--- config.mk ---
export PLATFORM = sky130hd
export DESIGN_NAME = shift_add_mult_n
export DESIGN_NICKNAME = d
export VERILOG_FILES = /design/src/rtl/shift_add_mult_n.sv
export SDC_FILE = /design/constraint.sdc
export NUM_CORES = 1
export LEC_CHECK = 0
export CAP_MARGIN = 20
export CORE_UTILIZATION = 50
export DETAILED_ROUTE_END_ITERATION = 7
export PLACE_DENSITY_LB_ADDON = 0.05
export RECOVER_POWER = 25
export SETUP_SLACK_MARGIN = 0.4
export SYNTH_ARGS = -nofsm -noshare
export SYNTH_HDL_FRONTEND = slang
export SYNTH_SLANG_ARGS = --single-unit
export TNS_END_PERCENT = 20
--- constraint.sdc ---
create_clock -name i_clk -period 2.8 [get_ports i_clk]
set_clock_uncertainty 0.05 [all_clocks]
set_input_delay 0.42 -clock i_clk [delete_from_list [all_inputs] [get_ports i_clk]]
set_output_delay 0.42 -clock i_clk [all_outputs]
set_load 0.05 [all_outputs]
--- src/rtl/shift_add_mult_n.sv ---
// Sequential shift-add multiplier with unsigned/signed modes: one FSM drives
// the accumulator, so the M (acc LSB) and K (last bit) qualifiers are internal.
module shift_add_mult_n #(
  parameter int WIDTH = 8
) (
  input  logic                 i_clk,
  input  logic                 i_rst_n,
  input  logic                 i_st,
  input  logic                 i_sgn,
  input  logic [WIDTH-1:0]     i_mcand,
  input  logic [WIDTH-1:0]     i_mplier,
  output logic [2*WIDTH-1:0]   o_product,
  output logic                 o_idle,
  output logic                 o_load,
  output logic                 o_ad,
  output logic                 o_sh,
  output logic                 o_done
);

  localparam int CW = $clog2(WIDTH);
  localparam logic [CW-1:0] CNT_LAST = CW'(WIDTH - 1);

  typedef enum logic [2:0] {
    S_IDLE  = 3'd0,
    S_LOAD  = 3'd1,
    S_TEST  = 3'd2,
    S_SHIFT = 3'd3,
    S_FIX   = 3'd4,
    S_DONE  = 3'd5
  } state_t;

  // Two's-complement magnitude; the most negative value maps to 2^(WIDTH-1) unsigned.
  function automatic logic [WIDTH-1:0] magnitude(input logic [WIDTH-1:0] v, input logic sgn);
    logic [WIDTH-1:0] mag;
    if (sgn && v[WIDTH-1]) begin
      mag = ~v + WIDTH'(1);
    end else begin
      mag = v;
    end
    return mag;
  endfunction

  state_t               r_state;
  logic [2*WIDTH:0]     r_acc;
  logic [WIDTH-1:0]     r_mc;
  logic [CW-1:0]        r_cnt;
  logic                 r_neg;
  logic                 r_idle;
  logic                 r_load;
  logic                 r_done;

  logic                 w_m;
  logic                 w_k;
  logic [WIDTH:0]       w_sum;
  logic [2*WIDTH:0]     w_acc_shr;
  logic [2*WIDTH-1:0]   w_acc_neg;
  logic [CW-1:0]        w_cnt_nxt;

  assign w_m       = r_acc[0];
  assign w_k       = (r_cnt == CNT_LAST);
  assign w_sum     = {1'b0, r_acc[2*WIDTH-1:WIDTH]} + {1'b0, r_mc};
  assign w_acc_shr = {1'b0, r_acc[2*WIDTH:1]};
  assign w_acc_neg = ~r_acc[2*WIDTH-1:0] + (2*WIDTH)'(1);
  // Counter wraps to zero on the last shift, also for non-power-of-two widths.
  assign w_cnt_nxt = w_k ? CW'(0) : (r_cnt + CW'(1));

  // Controller and datapath; Idle/Load/Done are registered alongside the state.
  always_ff @(posedge i_clk or negedge i_rst_n) begin
    if (!i_rst_n) begin
      r_state <= S_IDLE;
      r_acc   <= '0;
      r_mc    <= '0;
      r_cnt   <= '0;
      r_neg   <= 1'b0;
      r_idle  <= 1'b1;
      r_load  <= 1'b0;
      r_done  <= 1'b0;
    end else begin
      case (r_state)
        S_IDLE: begin
          if (i_st) begin
            r_state <= S_LOAD;
            r_idle  <= 1'b0;
            r_load  <= 1'b1;
          end
        end
        S_LOAD: begin
          r_acc   <= {1'b0, {WIDTH{1'b0}}, magnitude(i_mplier, i_sgn)};
          r_mc    <= magnitude(i_mcand, i_sgn);
          r_cnt   <= CW'(0);
          r_neg   <= i_sgn & (i_mcand[WIDTH-1] ^ i_mplier[WIDTH-1]);
          r_state <= S_TEST;
          r_load  <= 1'b0;
        end
        S_TEST: begin
          if (w_m) begin
            r_acc[2*WIDTH:WIDTH] <= w_sum;
            r_state              <= S_SHIFT;
          end else begin
            r_acc   <= w_acc_shr;
            r_cnt   <= w_cnt_nxt;
            r_state <= w_k ? S_FIX : S_TEST;
          end
        end
        S_SHIFT: begin
          r_acc   <= w_acc_shr;
          r_cnt   <= w_cnt_nxt;
          r_state <= w_k ? S_FIX : S_TEST;
        end
        S_FIX: begin
          if (r_neg) begin
            r_acc[2*WIDTH-1:0] <= w_acc_neg;
          end
          r_state <= S_DONE;
          r_done  <= 1'b1;
        end
        S_DONE: begin
          if (!i_st) begin
            r_state <= S_IDLE;
            r_done  <= 1'b0;
            r_idle  <= 1'b1;
          end
        end
        default: begin
          r_state <= S_IDLE;
          r_idle  <= 1'b1;
          r_load  <= 1'b0;
          r_done  <= 1'b0;
        end
      endcase
    end
  end

  // Ad/Sh depend on the accumulator LSB in TEST, so they cannot be registered.
  always_comb begin
    o_ad = 1'b0;
    o_sh = 1'b0;
    case (r_state)
      S_TEST: begin
        o_ad = w_m;
        o_sh = ~w_m;
      end
      S_SHIFT: begin
        o_sh = 1'b1;
      end
      default: begin
        o_ad = 1'b0;
        o_sh = 1'b0;
      end
    endcase
  end

  assign o_product = r_acc[2*WIDTH-1:0];
  assign o_idle    = r_idle;
  assign o_load    = r_load;
  assign o_done    = r_done;

endmodule

# Word-level counts from Yosys, hierarchy flattened
# Cells that the tools add are included.
# totals
out_inout_bits,21
inputBits,20
ff_bits,35
# classes
n_eq_ne,10
bitwise,9
muxes,24
reduce_logical,17
addsub,5
# ops
operator,count
one-hot mux 16 bit (4 select lines),1
2-to-1 mux 8 bit,3
2-to-1 mux 3 bit,6
one-hot mux 3 bit (6 select lines),1
adder 16 x 1 -> 16 bit (second input constant),1
adder 8 x 1 -> 8 bit (second input constant),2
2-to-1 mux 16 bit,1
NOT 16 bit,1
NOT 8 bit,2
OR reduction 4 bit,3
AND reduction 2 bit,5
adder 8 x 8 -> 9 bit,1
== test 3 bit (second input constant),3
2-to-1 mux 9 bit,1
one-hot mux 3 bit (3 select lines),1
inequality test 2 bit (second input constant),4
== test 3 x 2 -> 1 bit (second input constant),2
one-hot mux 1 bit (2 select lines),3
one-hot mux 1 bit (3 select lines),2
AND reduction 3 bit,2
2-to-1 mux 1 bit,5
NOT 1 bit,4
nonzero test 4 bit,1
adder 3 x 1 -> 3 bit (second input constant),1
8 further kinds,9

# Logic depth before layout (Yosys ltp)
# Gate-level depths: netlist of the first run.
# depth
ltp_word,4
mapped_depth,10
mapped_depth_nobuf,8

# Least setup slack after synthesis of the first run
# No wires, ideal clock.
# synth_path
path_kind,register to output
start,register r_state[2]
end,output port o_sh
slack_ps,540
n_path_buf,3
stages_incl_launch_ff,7
arrival_time_ps,1790
path_cell_list,dfrtp_1 buf_2 inv_1 ha_1 clkbuf_1 clkbuf_1 and3_1
# synth_between
elab_chain_len,2
elab_cells_between_ends,3
cone_classes,2 x eq/ne; 1 x mux
# synth_rtl
element,line_no,source
"start, declared",43,state_t r_state;
"start signal, assigned",102,r_state <= w_k ? S_FIX : S_TEST;
"start signal, assigned",108,r_state <= w_k ? S_FIX : S_TEST;
== test 3 x 2 -> 1 bit,138,case (r_state)
one-hot mux 1 bit (2 select lines) *,138,
"end, declared",16,"output logic o_sh,"
# Mark *: on every way between the ends. The rest lies on a longest branch, timed or not.

# Worst setup path in the final report of the first run
# layout_path
start,register r_state[1]
end,output port o_ad
# layout_between
elab_chain_len,2
# layout_rtl
element,line_no,source
== test 3 x 2 -> 1 bit,138,
2-to-1 mux 1 bit,138,
"end, declared",15,"output logic o_ad,"
# Every way passes these cells.

==> flow_summary_export.csv, run 1 <==
group,metric,value,unit
power_and_ir_drop,switchingPower,2.11,mW
placed_design,dp.cells,438,
critical_path,startpoint_type,"flip-flop",
critical_path,end_kind,"output pin",
sta,rsz0062_at_grt,"true",
sta,period_needed,2310,ps
floorplanning,num_rows,27,
critical_path,r2r_setup_slack,530,ps
placed_design,dpl.hpwl,5.07,mm
grt,grt_first_pass_wirelength,12.1,mm
drt,wl_met2,3.19,mm
power_and_ir_drop,leakage,1.46,nW
drt,top_layer,"met4",
synthesis,synthMuxAreaShare,0.0250,
synthesis,synth-simple-area-share,0.216,
sta,setup_slack,494,ps
power_and_ir_drop,p_clk_frac,0.110,
flow_run,maxCapViolCount,0,
drt,ant_nets,0,
critical_path,worst-r2r-cell-count,8,
clock_tree,cts.hold.buffers_added,0,
synthesis,ys_ff_latch,35,
synthesis,synth_compound_area_frac,0.247,
synthesis,synth_top_family_by_area,"compound AO/OA/AOI/OAI gates",
floorplanning,die_w,78.2,um
critical_path,path_class,"reg -> out",
sta,max_freq,0.434,GHz
drt,via_count,2660,
synthesis,synth_enable_flop_cells,0,
drt,drtPass1Iterations,7,
drt,wl,6.94,mm
clock_tree,post_cts_buffers,0,
grt,antenna_found_initial,0,
synthesis,yosysSeqAreaShare,0.302,
clock_tree,clockBufferDepth,2,
outcome,outcome,"completed",
drt,drc,0,
drt,routed_wire_length_per_instance,15.6,um
clock_tree,cts_tree,"done",
power_and_ir_drop,power_density,1240,mW/mm^2
placed_design,routabilityCongestion,0.826,
final_layout,fillCellCount,507,
clock_tree,cts-root-buf,"clkbuf_8",
final_layout,drive_above_1_share,0.110,
sta,setup_viol,0,
grt,grt-ovfl-total,0,
synthesis,netlist_area,0.00291,sq mm
synthesis,syn_avg_cell_area,8.30,sq um
power_and_ir_drop,p_comb_frac,0.652,
drt,wl_met3,417,um
floorplanning,die_area,0.00612,sq mm
synthesis,synth_ff_type,"dfrtp_1",
worst_hold_path,hp-start,"r_cnt[2]",
final_layout,nets,409,
sta,slew_headroom,0.407,
drt,vias_per_cell,5.96,
power_and_ir_drop,switching_share,0.500,
sta,finalSetupTns,0,ps
sta,period_share,0.824,
worst_hold_path,min_to,"r_cnt[2]",
synthesis,synth_top_cell_area_share,0.293,
synthesis,synth_nets,386,
clock_tree,clock_latency,290,ps
synthesis,synthXorXnorAreaFrac,0.0482,
synthesis,synth_cell_type_count,64,
critical_path,path_max_fanout,12,
floorplanning,io_pins,41,
floorplanning,start_util,0.525,
drt,wl_met1,3.24,mm
critical_path,rr_endpoint,"r_acc[12]",
synthesis,ys_top_cells_by_count,"41 x nor2_1, 34 x dfrtp_1, 27 x a21oi_1, 20 x nand2_1, 20 x o21ai_0",
synthesis,yosysMostFrequentCell,"nor2_1",
synthesis,synthArstFlopShare,1.00,
placed_design,place_ws,450,ps
synthesis,yosysTopAreaCell,"dfrtp_1",
synthesis,syn_inst,350,
power_and_ir_drop,p_int,2.11,mW
grt,grt_max_degree,36,
critical_path,crit_required,2330,ps
synthesis,ys_warn_count,0,
grt,grt_use_total,0.250,
worst_hold_path,holdPathStages,1,
final_layout,area_growth,17.1,%
clock_tree,clkSlewWorstSetupHoldPaths,80,ps
synthesis,synth-adder-area-share,0.0715,
placed_design,io_buffers,40,
critical_path,r2r_start,"r_acc[8]",
clock_tree,cts.sinks,35,
clock_tree,numCtsBuffers,5,
final_layout,stdcell_count,446,
final_layout,antenna_cells,0,
grt,grt_pass1_vias,2475,
sta,maxSlewViolCount,0,
critical_path,critPathArrivalTime,1840,ps
power_and_ir_drop,vdd_drop_max,0.490,mV
power_and_ir_drop,p_total,4.22,mW
power_and_ir_drop,power_frac_seq,0.237,
clock_tree,cts_resized,1,
floorplanning,die_y,78.2,um
floorplanning,coreArea,0.00554,sq mm
sta,hold_violations,0,
drt,drtIter0Drc,266,
synthesis,synthTopCellsByArea,"dfrtp_1 29%, ha_1 6.5%, nor2_1 5.3%",
worst_hold_path,holdCritPathClass,"reg -> reg",
clock_tree,h-tree-depth,2,
sta,tightestPinTransition,889,ps
-- layout make-up --
cell class                 instances  area, sq um  area share
clock inverter                     3         43.8      0.0129
tap                               72         90.1      0.0265
timing repair buffer              49          485       0.143
sequential                        35          880       0.258
multi-input combinational        264         1770       0.519
inverter                          18         67.6      0.0199
clock buffer                       5         68.8      0.0202
-- critical path, stage by stage, from the launching register on --
cell,delay [ps]
dfrtp_1,550
nor2b_1,180
buf_4,200
nand2_1,220
inv_2,220
buf_12,160
-- metrics by stage --
| step | hold slack (ps) | cell area, sq um | util |
|---|---|---|---|
| finish | 470 | 3400 | 0.614 |
| global route | 481 | 3400 | 0.614 |
| CTS | 469 | 3400 | 0.614 |
| detailed placement | 448 | 3290 | 0.593 |
| global placement | 433 | 3290 | 0.593 |
| floorplan | 74.4 | 2910 | - |
-- logic make-up (layout without fill, tap and decap cells) --
logic type / Yosys count / count (layout)
compound gates: 107 / 107
fa+ha+maj: 16 / 16
mux: 7 / 7
flops: 35 / 35
simple gates: 118 / 118
buf+inv: 51 / 75
xor+xnor: 16 / 16
-- cell usage in the layout, fill, tap and decap left out, drive strengths merged, types with 2 or more instances in the layout --
cell           Yosys  final
clkinv             0      2
nor4               4      4
buf               29     10
o21ai             27     27
dfrtp             34     34
clkdlybuf4s50      0     37
or2                2      2
or4                2      2
a21oi             27     27
and3               2      2
o31ai              5      5
a211oi             4      4
nor2b              3      3
a222oi             3      3
xor2              11     11
a22oi              3      3
nor2              42     42
mux2i              5      5
nand4              2      2
nor3b              3      3
nand2             20     20
inv               18     18
a221oi             5      5
nor3              11     11
o2bb2ai            2      2
or3                9      9
mux2               2      2
ha                15     15
xnor2              5      5
o22ai              5      5
a21o               5      5
a31oi              2      2
nand2b             6      6
nand3              9      9
a22o               4      4
clkbuf             4      6
-- flip-flops by register name (all words and copies together), names as in the netlist --
name     count
r_cnt        3
o_idle       1
r_acc       17
r_state      3
o_done       1
r_mc         8
o_load       1
r_neg        1
-- power groups by stage --
stage,Clock (mW),Combinational [mW],Sequential (mW)
floorplan,0,2.13,0.939
global placement,0,2.69,1.01
detailed placement,0,2.72,1.00
CTS,0.475,2.74,0.995
global route,0.496,3.04,1.04
finish,0.466,2.75,1.00
-- layer usage --
layer | track usage | vias up
li1 | - | 1308
met1 | 0.350 | 1243
met2 | 0.397 | 99
met3 | 0.0395 | 10
met4 | 0.0704 | 0
met5 | 0 | -
-- how the worst max path moves through the flow --
stage	slack, ps	depth (start not counted)	from	end
6_report	490	5	r_state[1]	o_ad
2_1_floorplan	540	6	r_state[2]	o_sh
3_3_place_gp	500	8	r_acc[8]	r_acc[12]
4_1_cts	430	8	r_acc[8]	r_acc[12]
3_5_place_dp	450	8	r_acc[8]	r_acc[12]
5_1_grt	360	8	r_acc[8]	r_acc[12]
No activity file was read; power rests on OpenSTA's default activity.
==> run 2: changes to the inputs <==
Clock period 2.8 ns to 2.4 ns, I/O delays scaled along.
==> flow_summary_export.csv, run 2 (synthesized netlist as in run 1, its figures left out) <==
group,metric,value,unit
critical_path,critPathArrivalTime,1710,ps
sta,max_freq,0.472,GHz
critical_path,cpMaxStageDelayCell,"clkdlybuf4s50_1",
clock_tree,cts.hold.buffers_added,0,
drt,drc,0,
sta,setup_viol,0,
drt,ant_nets,0,
critical_path,crit_cells,1,
sta,period_needed,2120,ps
power_and_ir_drop,p_total,5.40,mW
drt,wl,7.63,mm
final_layout,area_growth,24.5,%
drt,via_count,2767,
worst_hold_path,holdCritPathClass,"reg -> reg",
floorplanning,die_area,0.00612,sq mm
final_layout,top_regs,"r_acc x17, r_mc x8",
critical_path,cp_top_family,"buffers and inverters",
floorplanning,die_y,78.2,um
sta,setup_slack,280,ps
sta,tightestPinTransition,913,ps
final_layout,largest_reg_flops,17,
clock_tree,clock_latency,300,ps
placed_design,routabilityCongestion,0.896,
drt,drtIter0Drc,210,
placed_design,post_dp_cell_area,0.00335,sq mm
clock_tree,cts.sinks,35,
grt,grt_first_pass_wirelength,12.5,mm
final_layout,postLayoutCellArea,0.00362,sq mm
floorplanning,num_rows,27,
critical_path,path_cells,"clkdlybuf4s50_1",
power_and_ir_drop,vdd_drop_max,0.694,mV
drt,vias_per_cell,5.99,
outcome,outcome,"completed",
floorplanning,start_util,0.525,
clock_tree,cts_tree,"done",
critical_path,crit_required,1990,ps
grt,antenna_found_initial,0,
floorplanning,coreArea,0.00554,sq mm
critical_path,cp.buffers_inverters,1,
floorplanning,die_w,78.2,um
grt,grt_max_degree,36,
sta,finalSetupTns,0,ps
final_layout,antenna_cells,0,
power_and_ir_drop,leakage,1.58,nW
clock_tree,clkSlewWorstSetupHoldPaths,80,ps
sta,maxSlewViolCount,0,
critical_path,end_kind,"output pin",
sta,timing.hold.ws,464,ps
grt,grt-ovfl-total,0,
critical_path,worst-r2r-cell-count,8,
final_layout,mostFrequentLayoutCells,"40 x nor2_1, 35 x clkdlybuf4s50_1, 31 x dfrtp_1, 26 x a21oi_1, 21 x buf_4",
drt,routed_wire_length_per_instance,16.5,um
final_layout,fin_util,0.653,
final_layout,final_common_cell,"nor2_1",
clock_tree,numCtsBuffers,5,
placed_design,dpl.hpwl,5.46,mm
critical_path,path_class,"reg -> out",
final_layout,regMostFlops,"r_acc",
power_and_ir_drop,power_density,1490,mW/mm^2
floorplanning,io_pins,41,
clock_tree,h-tree-depth,2,
sta,period_share,0.883,
clock_tree,clockBufferDepth,2,
grt,grt_pass1_vias,2553,
placed_design,dp.cells,445,
drt,drtPass1Iterations,5,
final_layout,stdcell_count,462,
critical_path,slowest_delay,870,ps
critical_path,path_max_fanout,8,
final_layout,fillCellCount,494,
placed_design,place_ws,224,ps
worst_hold_path,holdPathStages,1,
sta,slew_headroom,0.391,
grt,grt_use_total,0.259,
sta,rsz0062_at_grt,"true",
final_layout,drive_above_1_share,0.177,
final_layout,nets,425,
critical_path,startpoint_type,"flip-flop",
clock_tree,cts-root-buf,"clkbuf_8",
flow_run,maxCapViolCount,0,
sta,hold_violations,0,
placed_design,io_buffers,40,
## run 2: cell types whose count changed in the layout (fill, tap and decap cells not counted), moves of 2 or more
| cell | delta |
|---|---|
| buf_4 | +13 |
| o21ai_0 | -2 |
| nand2b_1 | -2 |
| clkdlybuf4s50_1 | -2 |
| ha_1 | -2 |
| buf_6 | +2 |
| o21ai_1 | +2 |
## run 2: routing by layer
layer	part of all wire	track usage	vias up
met1	0.46	0.359	1298
met4	0.023	0.0833	0
met2	0.46	0.414	105
met5	0	0	-
li1	-	-	1348
met3	0.058	0.0395	16
## run 2: area by class of cell
type | count | area (sq um) | share of cell area
multi-input combinational | 265 | 1840 | 0.508
sequential | 35 | 881 | 0.243
timing repair buffer | 64 | 607 | 0.168
tap | 72 | 90.1 | 0.0249
clock buffer | 5 | 68.8 | 0.0190
clock inverter | 3 | 67.6 | 0.0187
inverter | 18 | 67.6 | 0.0187
## run 2: timing repair
item	CTS	global route
setup buffers	3	5
gates resized for setup	5	19
endpoints found under the setup margin	24	34
cloned	0	1
pin swaps	0	4
## run 2: path summary, 6_finish.rpt
path,slack (ps),endpoint,startpoint
max,280,o_product[10],r_acc[10]
min,460,r_cnt[2],r_cnt[2]
max reg2reg,380,r_acc[12],r_acc[8]
min reg2reg,460,r_cnt[2],r_cnt[2]
max in group asynchronous,1000,r_state[1],i_rst_n
min in group asynchronous,670,r_acc[3],i_rst_n
## run 2: power breakdown
| group | internal (mW) | switching [mW] |
|---|---|---|
| clock network | 0.415 | 0.240 |
| registers | 0.844 | 0.305 |
| logic | 1.51 | 2.09 |
